File: config.mk
export PLATFORM = sky130hd
export DESIGN_NAME = mem_access_stage
export DESIGN_NICKNAME = d
export VERILOG_FILES = /design/src/rtl/mem_pkg.sv /design/src/rtl/load_align.sv /design/src/rtl/mem_access_stage.sv
export SDC_FILE = /design/constraint.sdc
export NUM_CORES = 1
export LEC_CHECK = 0
export CORE_AREA = 3 3 111 113
export DETAILED_ROUTE_END_ITERATION = 12
export DIE_AREA = 0 0 114 116
export PLACE_DENSITY = 0.66
export SLEW_MARGIN = 20
export SYNTH_ARGS = -nofsm -noshare
export SYNTH_HDL_FRONTEND = slang
export SYNTH_HIERARCHICAL = 1
export SYNTH_SLANG_ARGS = --single-unit
export TNS_END_PERCENT = 10
File: constraint.sdc
create_clock -name clk -period 8.1 [get_ports clk]
set_input_delay 2.43 -clock clk [delete_from_list [all_inputs] [get_ports clk]]
set_output_delay 2.43 -clock clk [all_outputs]
set_load 0.03 [all_outputs]
File: src/rtl/mem_pkg.sv
// rtl/mem_pkg.sv - shared encodings for the MEM pipeline stage
//
// Purpose: access-size codes, MEM stage state encoding, the no-write byte
//          enable constant and the store byte-enable helper.
// Ports:   none (package).

package mem_pkg;

    localparam logic [1:0] SIZE_B = 2'b00;
    localparam logic [1:0] SIZE_H = 2'b01;
    localparam logic [1:0] SIZE_W = 2'b10;

    localparam logic [3:0] WEN_NONE = 4'b0000;

    typedef enum logic {
        ST_IDLE = 1'b0,
        ST_WAIT = 1'b1
    } mem_state_t;

    // Byte enables for a store. Half uses a[1] only, so a misaligned half
    // lands on the half containing the address. Unused size code 11 is
    // treated as a word.
    function automatic logic [3:0] store_wen(input logic [1:0] size,
                                             input logic [1:0] addr_lo);
        logic [3:0] wen;
        case (size)
            SIZE_B:  wen = 4'b0001 << addr_lo;
            SIZE_H:  wen = addr_lo[1] ? 4'b1100 : 4'b0011;
            default: wen = 4'b1111;
        endcase
        return wen;
    endfunction

endpackage

File: src/rtl/load_align.sv
// rtl/load_align.sv - load data lane select and sign/zero extension
//
// Purpose: picks the addressed byte/half out of a read word and extends it.
// Ports:
//   rdata    in  32  raw word from the data bus
//   addr_lo  in   2  low effective-address bits
//   size     in   2  SIZE_B / SIZE_H / SIZE_W
//   uns      in   1  zero-extend when 1, sign-extend when 0
//   data     out 32  aligned, extended load result

module load_align
    import mem_pkg::*;
(
    input  logic [31:0] rdata,
    input  logic [1:0]  addr_lo,
    input  logic [1:0]  size,
    input  logic        uns,
    output logic [31:0] data
);

    logic [7:0]  byte_v;
    logic [15:0] half_v;

    always_comb begin
        case (addr_lo)
            2'b00:   byte_v = rdata[7:0];
            2'b01:   byte_v = rdata[15:8];
            2'b10:   byte_v = rdata[23:16];
            default: byte_v = rdata[31:24];
        endcase
        half_v = addr_lo[1] ? rdata[31:16] : rdata[15:0];
    end

    always_comb begin
        case (size)
            SIZE_B:  data = {{24{~uns & byte_v[7]}}, byte_v};
            SIZE_H:  data = {{16{~uns & half_v[15]}}, half_v};
            default: data = rdata;
        endcase
    end

endmodule

File: src/rtl/mem_access_stage.sv
// rtl/mem_access_stage.sv - MEM stage: data bus access, load align, stall
//
// Purpose: issues loads/stores with a req/ack handshake, stalls upstream
//          while an access is outstanding, aborts after TIMEOUT request
//          cycles without ack, and forms the writeback triple for reg_mem_wb.
// Configuration: MEM_MISALIGN_TRAP_EN adds the misalign output and suppresses
//          misaligned half/word accesses instead of issuing them.
// Ports:
//   clk, rst_n                              clock, async active-low reset
//   ex_have_inst/ex_pc/ex_we/ex_wr/ex_alu   instruction from EX/MEM
//   ex_ld/ex_st/ex_size/ex_uns/ex_sd        memory op description
//   dbus_req/dbus_wen/dbus_addr/dbus_wdata  data bus request side
//   dbus_ack/dbus_rdata                     data bus response side
//   mem_stall                               freezes IF..EX/MEM
//   bus_err                                 one-cycle timeout abort pulse
//   mem_we/mem_wd/mem_wr/mem_pc/mem_have_inst  to reg_mem_wb
//   misalign (MEM_MISALIGN_TRAP_EN only)    misaligned access flagged

module mem_access_stage
    import mem_pkg::*;
#(
    parameter int TIMEOUT = 16,
    parameter int CNT_W   = 5
) (
    input  logic        clk,
    input  logic        rst_n,
    input  logic        ex_have_inst,
    input  logic [31:0] ex_pc,
    input  logic        ex_we,
    input  logic [4:0]  ex_wr,
    input  logic [31:0] ex_alu,
    input  logic        ex_ld,
    input  logic        ex_st,
    input  logic [1:0]  ex_size,
    input  logic        ex_uns,
    input  logic [31:0] ex_sd,
    output logic        dbus_req,
    output logic [3:0]  dbus_wen,
    output logic [31:0] dbus_addr,
    output logic [31:0] dbus_wdata,
    input  logic        dbus_ack,
    input  logic [31:0] dbus_rdata,
    output logic        mem_stall,
    output logic        bus_err,
    output logic        mem_we,
    output logic [31:0] mem_wd,
    output logic [4:0]  mem_wr,
    output logic [31:0] mem_pc,
`ifdef MEM_MISALIGN_TRAP_EN
    output logic        misalign,
`endif
    output logic        mem_have_inst
);

    mem_state_t       state;
    logic [CNT_W-1:0] cnt;

    logic        act;
    logic        mop;
    logic        mis_hit;
    logic        req;
    logic        ack;
    logic        abort;
    logic        done;
    logic [31:0] ld_data;

    // Gating with rst_n keeps every bus/pipeline strobe low while reset is
    // held, even if EX/MEM still presents a memory op.
    assign act = rst_n & ex_have_inst;
    assign mop = act & (ex_ld | ex_st);

`ifdef MEM_MISALIGN_TRAP_EN
    assign mis_hit = mop & (((ex_size == SIZE_H) & ex_alu[0]) |
                            ((ex_size == SIZE_W) & (ex_alu[1:0] != 2'b00)));
    assign misalign = mis_hit;
`else
    assign mis_hit = 1'b0;
`endif

    assign req   = mop & ~mis_hit;
    assign ack   = req & dbus_ack;
    // Only reachable in WAIT: TIMEOUT >= 2 means the first request cycle
    // can never be the last.
    assign abort = req & (state == ST_WAIT) & ~dbus_ack &
                   (cnt == CNT_W'(TIMEOUT - 1));
    assign done  = ack | abort | mis_hit;

    // Bus request side. Address/data stay stable across WAIT because the
    // stall freezes the EX/MEM register feeding them.
    assign dbus_req  = req;
    assign dbus_addr = {ex_alu[31:2], 2'b00};
    assign dbus_wen  = (req & ex_st) ? store_wen(ex_size, ex_alu[1:0]) : WEN_NONE;

    always_comb begin
        case (ex_size)
            SIZE_B:  dbus_wdata = {4{ex_sd[7:0]}};
            SIZE_H:  dbus_wdata = {2{ex_sd[15:0]}};
            default: dbus_wdata = ex_sd;
        endcase
    end

    load_align u_load_align (
        .rdata   (dbus_rdata),
        .addr_lo (ex_alu[1:0]),
        .size    (ex_size),
        .uns     (ex_uns),
        .data    (ld_data)
    );

    assign mem_stall = req & ~dbus_ack & ~abort;
    assign bus_err   = abort;

    // Non-memory ops pass straight through; memory ops show a bubble until
    // they finish (ack, abort, or misalign trap).
    assign mem_have_inst = mop ? done : act;
    assign mem_we        = mop ? (ack & ex_ld & ex_we) : (act & ex_we);
    assign mem_wd        = (mop & ex_ld) ? ld_data : ex_alu;
    assign mem_wr        = ex_wr;
    assign mem_pc        = ex_pc;

    always_ff @(posedge clk or negedge rst_n) begin
        if (!rst_n) begin
            state <= ST_IDLE;
            cnt   <= '0;
        end else begin
            case (state)
                ST_IDLE: begin
                    if (req & ~dbus_ack) begin
                        state <= ST_WAIT;
                        cnt   <= CNT_W'(1);
                    end
                end
                default: begin
                    // Leaving WAIT without req is defensive: upstream should
                    // be frozen, but never hold a stale count.
                    if (~req | dbus_ack | abort) begin
                        state <= ST_IDLE;
                        cnt   <= '0;
                    end else begin
                        cnt <= cnt + CNT_W'(1);
                    end
                end
            endcase
        end
    end

endmodule

==> impl_metrics.tcl, run 1 <==
set metrics [dict create \
    status "finished, final reports clean" \
    cts.path.max_buffers 2 \
    remaining_drc_errors 0 \
    via_count 2820 \
    top_level_ports 285 \
    skew_ns 0.001778 \
    layout_commonest_cell "sky130_fd_sc_hd__clkdlybuf4s50_1" \
    critPathArrivalTime_ns 5.04 \
    crit_type "in2out" \
    crit_path_top_delay_cell "sky130_fd_sc_hd__clkdlybuf4s50_1" \
    cts.clk_slew.worst_paths_ns 0.03 \
    core_sq_um 11420 \
    antennaDiodeCount 0 \
    critPathMaxFanout 25 \
    drv_slew 0 \
    cts_tree "yes" \
    cts_made_buffers 3 \
    die_h_um 116 \
    setup.worst_path.start "ex_alu[0]" \
    worst_slew_pin_slew_ns 0.7416 \
    final_hold_viol_count 0 \
    crit_path_max_incr_delay_ns 0.60 \
    grt_first_pass_wirelength_mm 15.94 \
    global_route.overflow_total 0 \
    crit_chain "clkdlybuf4s50_1 > mux2_2 > a32oi_2 > buf_4 > o221ai_1 > mux2_2 > clkdlybuf4s50_1" \
    first_iter_violations 57 \
    async_flop_share_pct 100.0 \
    setup.worst_path.start_class "primary input" \
    cts_setup_buffers 0 \
    leakage_nw 1.678 \
    synth-edff-count 0 \
    firstDrtPassIters 5 \
    timing.hold.worst.class "reg2reg" \
    flops_latches_synth 6 \
    avgViaCountPerCell 4.788 \
    power_per_cell_area_nw_per_um2 93.51 \
    gp_congestion 0.7607 \
    post-synth-top-area-cell "sky130_fd_sc_hd__buf_4" \
    critPathRequiredTime_ns 5.67 \
    routed_wl_mm 11.05 \
    synthDistinctLibCells 46 \
    cts_hold_buffers 0 \
    grt_start_max_net_pins 43 \
    avgSynthCellArea_sq_um 8.019 \
    drive_gt1_share_pct 21.52 \
    clk-insertion-delay-late_ns 0.23 \
    maxCapViolCount 0 \
    track_usage_pct 15.29 \
    worst_r2r_path_depth 6 \
    post_synth_inst_count 325 \
    total_die_area_sq_um 13220 \
    post-route-min-period_ns 7.469 \
    timing.final.crit_share_pct 92.21 \
    cp-endpoint "mem_wd[13]" \
    root_buffer "sky130_fd_sc_hd__clkbuf_16" \
    synth.area.top_cells "sky130_fd_sc_hd__buf_4, sky130_fd_sc_hd__mux2_2, sky130_fd_sc_hd__mux2i_1" \
    layout.cells.most_common_list "sky130_fd_sc_hd__clkdlybuf4s50_1, sky130_fd_sc_hd__mux2_2, sky130_fd_sc_hd__nand2_1, sky130_fd_sc_hd__buf_4, sky130_fd_sc_hd__mux2i_1" \
    hold_slack_ns 0.5395 \
    seq_area_frac_synth_pct 5.761 \
    timing.fmax_ghz 0.1339 \
    cpLargestDelayFamily "buffers and inverters" \
    htree_levels 1 \
    port-buffer-count 208 \
    ys_dominant_reg_cell "sky130_fd_sc_hd__dfrtp_1" \
    layout.nets 593 \
    slew-limit-headroom_pct 50.56 \
    critical_path.reg2reg.endpoint "cnt[3]$_DFFE_PN0P_" \
    reg2reg_from "cnt[0]$_DFFE_PN0P_" \
    worst-path-stages 7 \
    setup.worst_path.end_class "primary output" \
    setup_violation_total_in_the_final_timing_report 0 \
    horizontal_die_dimension_um 114 \
    yosys.area.top_type_share_pct 22.76 \
    yosysWarningCount 6 \
    effective_utilization_at_floorplan_pct 22.82 \
    register_to_register_path_setup_slack_ns 6.16 \
    synthesis.area_sq_um 2606 \
    irDropWorstVdd_uv 74.77 \
    grt_pass1_vias 2811 \
    wire_per_inst_um 18.75 \
    worstPathBufferInverterCount 3 \
    antenna_violations_before_repair 0 \
    timing.setup.tns_ns 0 \
    cts-resized-gates 0 \
    area.growth.synth_to_final_pct 64.04 \
    hpwlAfterDp_mm 9.217 \
    floorplan.rows 39 \
    rsz0062_at_grt "no" \
    antenna_left 0 \
    tritoncts_sink_count 6 \
]
[logic make-up after synthesis]
family                   count (synthesis)  share of synthesized area (%)
flip-flops                               6                          5.761
adder cells (fa/ha/maj)                  2                         0.9600
multiplexers                            73                          30.44
AND/OR/NAND/NOR                         67                          12.68
other                                    1                         0.1439
AO/OA/AOI/OAI                           68                          21.80
buffers and inverters                  108                          28.23
[where the power goes]
| part | leakage (nW) | internal [mW] | total, mW | switching, mW |
|---|---|---|---|---|
| sequential | 0.0805 | 0.0320 | 0.0342 | 0.00218 |
| clock | 0.0370 | 0.0633 | 0.0801 | 0.0168 |
| combinational | 1.56 | 0.140 | 0.286 | 0.146 |
[cell usage after synthesis (2+ instances only)]
library cell and instances:
sky130_fd_sc_hd__nor2_1 7, sky130_fd_sc_hd__o211ai_1 7, sky130_fd_sc_hd__o21ai_0 11, sky130_fd_sc_hd__a211oi_1 2
sky130_fd_sc_hd__nor2b_1 10, sky130_fd_sc_hd__mux2_2 48, sky130_fd_sc_hd__inv_1 6, sky130_fd_sc_hd__mux2i_1 23
sky130_fd_sc_hd__nand3_1 2, sky130_fd_sc_hd__dfrtp_1 6, sky130_fd_sc_hd__mux2_1 2, sky130_fd_sc_hd__o211ai_2 10
sky130_fd_sc_hd__nand2_1 34, sky130_fd_sc_hd__buf_2 9, sky130_fd_sc_hd__a21oi_1 6, sky130_fd_sc_hd__o22a_1 7
sky130_fd_sc_hd__buf_6 3, sky130_fd_sc_hd__buf_4 79, sky130_fd_sc_hd__a221o_1 2, sky130_fd_sc_hd__o221ai_1 8
sky130_fd_sc_hd__clkbuf_1 9, sky130_fd_sc_hd__a22oi_1 9, sky130_fd_sc_hd__ha_1 2
[worst min-delay path by stage]
stage | start | to | slack (ns) | depth (start not counted)
2_1_floorplan | cnt[1]$_DFFE_PN0P_ | cnt[1]$_DFFE_PN0P_ | 0.49 | 1
3_3_place_gp | cnt[1]$_DFFE_PN0P_ | cnt[1]$_DFFE_PN0P_ | 0.51 | 1
3_5_place_dp | cnt[1]$_DFFE_PN0P_ | cnt[1]$_DFFE_PN0P_ | 0.53 | 1
4_1_cts | cnt[1]$_DFFE_PN0P_ | cnt[1]$_DFFE_PN0P_ | 0.54 | 1
5_1_grt | cnt[0]$_DFFE_PN0P_ | cnt[0]$_DFFE_PN0P_ | 0.59 | 1
6_report | cnt[1]$_DFFE_PN0P_ | cnt[1]$_DFFE_PN0P_ | 0.54 | 1
[state kept, by name, indices dropped and copies added, names as in the netlist]
register  count
cnt           5
state         1
[metal layers]
metal | global-route usage (%) | part of all wire (%)
met4 | 2.454 | 0.57
met5 | 0 | 0
met3 | 4.700 | 11
met1 | 16.36 | 36
met2 | 29.82 | 53
[area by class of cell]
class                   instances  area [sq um]
clock buffers                   3         75.07
inverters                       8         30.03
multi-input cells             212          1724
fillers                      1147          7143
flip-flops and latches          6         150.1
well taps                     143         178.9
repair buffers                217          2117
[metrics by stage]
stage	cells	setup WS (ns)	total power [mW]	cell area (sq um)	utilization, %
floorplan	326	1.810	0.2298	2610	-
global placement	586	0.6151	0.3202	4200	36.79
detailed placement	586	0.6264	0.3221	4200	36.79
CTS	589	0.6274	0.4051	4275	37.44
global route	589	0.5279	0.4218	4275	37.44
finish	589	0.6314	0.3998	4275	37.44
Power figures use the tool's default switching activity.
==> run 2: changes to the inputs <==
- ABC_CLOCK_PERIOD_IN_PS: not set -> 8100
- SKIP_CTS_REPAIR_TIMING: not set -> 1
==> results of run 2 <==
The final DEF is identical to that of run 1; final timing and power are the same.
==> run 3: changes to the inputs <==
- ABC_AREA: not set -> 1
- CORE_AREA: 3 3 111 113 -> 3 3 110 112
- DIE_AREA: 0 0 114 116 -> 0 0 113 115
- PLACE_DENSITY: 0.66 -> not set
- PLACE_DENSITY_LB_ADDON: not set -> 0.25
==> impl_metrics.tcl, run 3 <==
set metrics [dict create \
    grt_pass1_vias 3195 \
    synth_most_common_cell "sky130_fd_sc_hd__nand2_1" \
    hold_slack_ns 0.5358 \
    synthMuxAreaShare_pct 0 \
    horizontal_die_dimension_um 113 \
    setup_violation_total_in_the_final_timing_report 0 \
    effective_utilization_at_floorplan_pct 23.39 \
    flops_latches_synth 6 \
    first_iter_violations 151 \
    clk-insertion-delay-late_ns 0.22 \
    wire_per_inst_um 14.68 \
    largest-register "cnt" \
    fin_cells 728 \
    cts.clk_slew.worst_paths_ns 0.03 \
    critPathArrivalTime_ns 4.86 \
    antennaDiodeCount 0 \
    irDropWorstVdd_uv 127.9 \
    firstDrtPassIters 6 \
    antenna_violations_before_repair 0 \
    maxCapViolCount 0 \
    post-route-min-period_ns 7.292 \
    seq_area_frac_synth_pct 5.671 \
    total_die_area_sq_um 13000 \
    async_flop_share_pct 100.0 \
    tritoncts_sink_count 6 \
    global_route.overflow_total 0 \
    die_h_um 115 \
    leakage_nw 2.037 \
    num-fill-cells 1220 \
    htree_levels 1 \
    skew_ns 0.0003265 \
    yosys.area.top_type_share_pct 31.47 \
    groute.layer.met1.usage_pct 18.58 \
    timing.setup.tns_ns 0 \
    cts.path.max_buffers 2 \
    cts_made_buffers 3 \
    timing.fmax_ghz 0.1371 \
    groute.layer.met2.usage_pct 27.41 \
    root_buffer "sky130_fd_sc_hd__clkbuf_16" \
    synth-edff-count 0 \
    port-buffer-count 208 \
    synth-xor-area-share_pct 0 \
    cp_common_cell "sky130_fd_sc_hd__nand2_1" \
    antenna_left 0 \
    crit_chain "clkdlybuf4s50_1 > nand2_1 > inv_4 > nand4_4 > nand3_2 > nand2_1 > nand2_1 > clkdlybuf4s50_1" \
    crit_path_max_incr_delay_ns 0.75 \
    grt_util_met3_pct 3.053 \
    grt_start_max_net_pins 56 \
    gp_congestion 0.8796 \
    synthesis.area_sq_um 2648 \
    drive_gt1_share_pct 8.205 \
    synth_common_cells "sky130_fd_sc_hd__nand2_1, sky130_fd_sc_hd__buf_4, sky130_fd_sc_hd__inv_1" \
    remaining_drc_errors 0 \
    setup.worst_path.end_class "primary output" \
    layout_commonest_cell "sky130_fd_sc_hd__nand2_1" \
    worst_slew_pin_slew_ns 0.9972 \
    crit_type "in2out" \
    ys_dominant_reg_cell "sky130_fd_sc_hd__dfrtp_1" \
    avgSynthCellArea_sq_um 5.645 \
    cts_tree "yes" \
    critPathMaxFanout 16 \
    routed_wl_mm 10.69 \
    grt_first_pass_wirelength_mm 16.29 \
    layout.nets 732 \
    top_usage_layer "met2" \
    yosys.area_share.simple_pct 48.63 \
    cpLargestDelayFamily "buffers and inverters" \
    main_combinational_cell_family_by_area_after_synthesis "simple AND/OR/NAND/NOR gates" \
    timing.final.crit_share_pct 90.02 \
    synth_compound_gate_area_share_pct 11.58 \
    via_count 3232 \
    yosysWarningCount 6 \
    slew-limit-headroom_pct 33.52 \
    drv_slew 0 \
    sequential_cell_area_sq_um 150.1 \
    area.growth.synth_to_final_pct 60.30 \
    final_hold_viol_count 0 \
    track_usage_pct 15.10 \
    p_total_mw 0.3927 \
    post-synth-top-area-cell "sky130_fd_sc_hd__nand2_1" \
    numPlacedInstances 725 \
    largestRegisters "cnt x5, state x1" \
    setup.worst_path.start_class "primary input" \
    status "finished, final reports clean" \
    rsz0062_at_grt "no" \
    hpwlAfterDp_mm 8.906 \
    floorplan.rows 39 \
    timing.hold.worst.class "reg2reg" \
    core_sq_um 11320 \
    power_per_cell_area_nw_per_um2 92.54 \
    synthDistinctLibCells 30 \
    area_occupied_by_multi_input_gates_sq_um 1627 \
    post_synth_inst_count 469 \
    synth.area.top_cells "sky130_fd_sc_hd__nand2_1, sky130_fd_sc_hd__buf_4, sky130_fd_sc_hd__nand3_2" \
    worstPathBufferInverterCount 3 \
    placement.setup.worst_slack_ns 0.7796 \
    worst_slack_ns 0.8084 \
    crit_path_top_delay_cell "sky130_fd_sc_hd__clkdlybuf4s50_1" \
    avgViaCountPerCell 4.440 \
    critPathRequiredTime_ns 5.67 \
    post_synth_fa_ha_maj_area_fraction_pct 0.9452 \
    layout.cells.most_common_list "sky130_fd_sc_hd__nand2_1, sky130_fd_sc_hd__clkdlybuf4s50_1, sky130_fd_sc_hd__inv_1, sky130_fd_sc_hd__nand3_2, sky130_fd_sc_hd__a21oi_1" \
    top_level_ports 285 \
    largest_register_ffs 5 \
]
-- run 3: worst paths after layout --
kind,from,endpoint,slack (ns),cells past startpoint
worst max register to register,cnt[0]$_DFFE_PN0P_,cnt[4]$_DFFE_PN0P_,6.57,6
max in group asynchronous,rst_n,cnt[3]$_DFFE_PN0P_,5.42,1
worst max-delay path,ex_size[0],mem_wd[31],0.81,8
min in group asynchronous,rst_n,cnt[0]$_DFFE_PN0P_,2.46,1
worst min-delay path,cnt[4]$_DFFE_PN0P_,cnt[4]$_DFFE_PN0P_,0.54,2
worst min register to register,cnt[4]$_DFFE_PN0P_,cnt[4]$_DFFE_PN0P_,0.54,2
-- run 3: through the flow --
stage | util (%) | cell area, sq um
6_report | 37.49 | 4244
5_1_grt | 37.49 | 4244
4_1_cts | 37.49 | 4244
3_5_place_dp | 36.83 | 4169
3_3_place_gp | 36.83 | 4169
2_1_floorplan | - | 2651
-- run 3: kinds of logic (layout without fill, tap and decap cells) --
group                      count (synthesis)  in the layout
DFF                                        6              6
AOI/OAI and AO/OA                         52             52
buffers and inverters                    130            245
and+or+nand+nor                          278            278
other                                      1              2
adders and majority gates                  2              2
-- run 3: layer usage --
metal  routed length (um)  vias to the layer above
li1                     -                     1626
met1                 4475                     1467
met2                 5310                      114
met3                  712                       25
met4                  187                        0
met5                    0                        -
-- run 3: power by group --
part	internal [mW]	total, mW	switching, mW
combinational	0.127	0.281	0.154
clock	0.0631	0.0775	0.0143
sequential	0.0320	0.0340	0.00202
-- run 3: area by class of cell --
| type | instances | share of cell area [%] |
|---|---|---|
| inverter | 33 | 3.037 |
| timing repair buffer | 209 | 49.12 |
| clock buffer | 3 | 1.769 |
| multi-input combinational | 334 | 38.33 |
| sequential | 6 | 3.538 |
| tap | 143 | 4.216 |
-- run 3: worst register-to-register path: cells and delay by family, from the launching register on --
kind,cells,cell delay [ns]
AO/OA/AOI/OAI,1,0.14
adder cells (fa/ha/maj),2,0.48
flip-flops,1,0.40
AND/OR/NAND/NOR,3,0.44
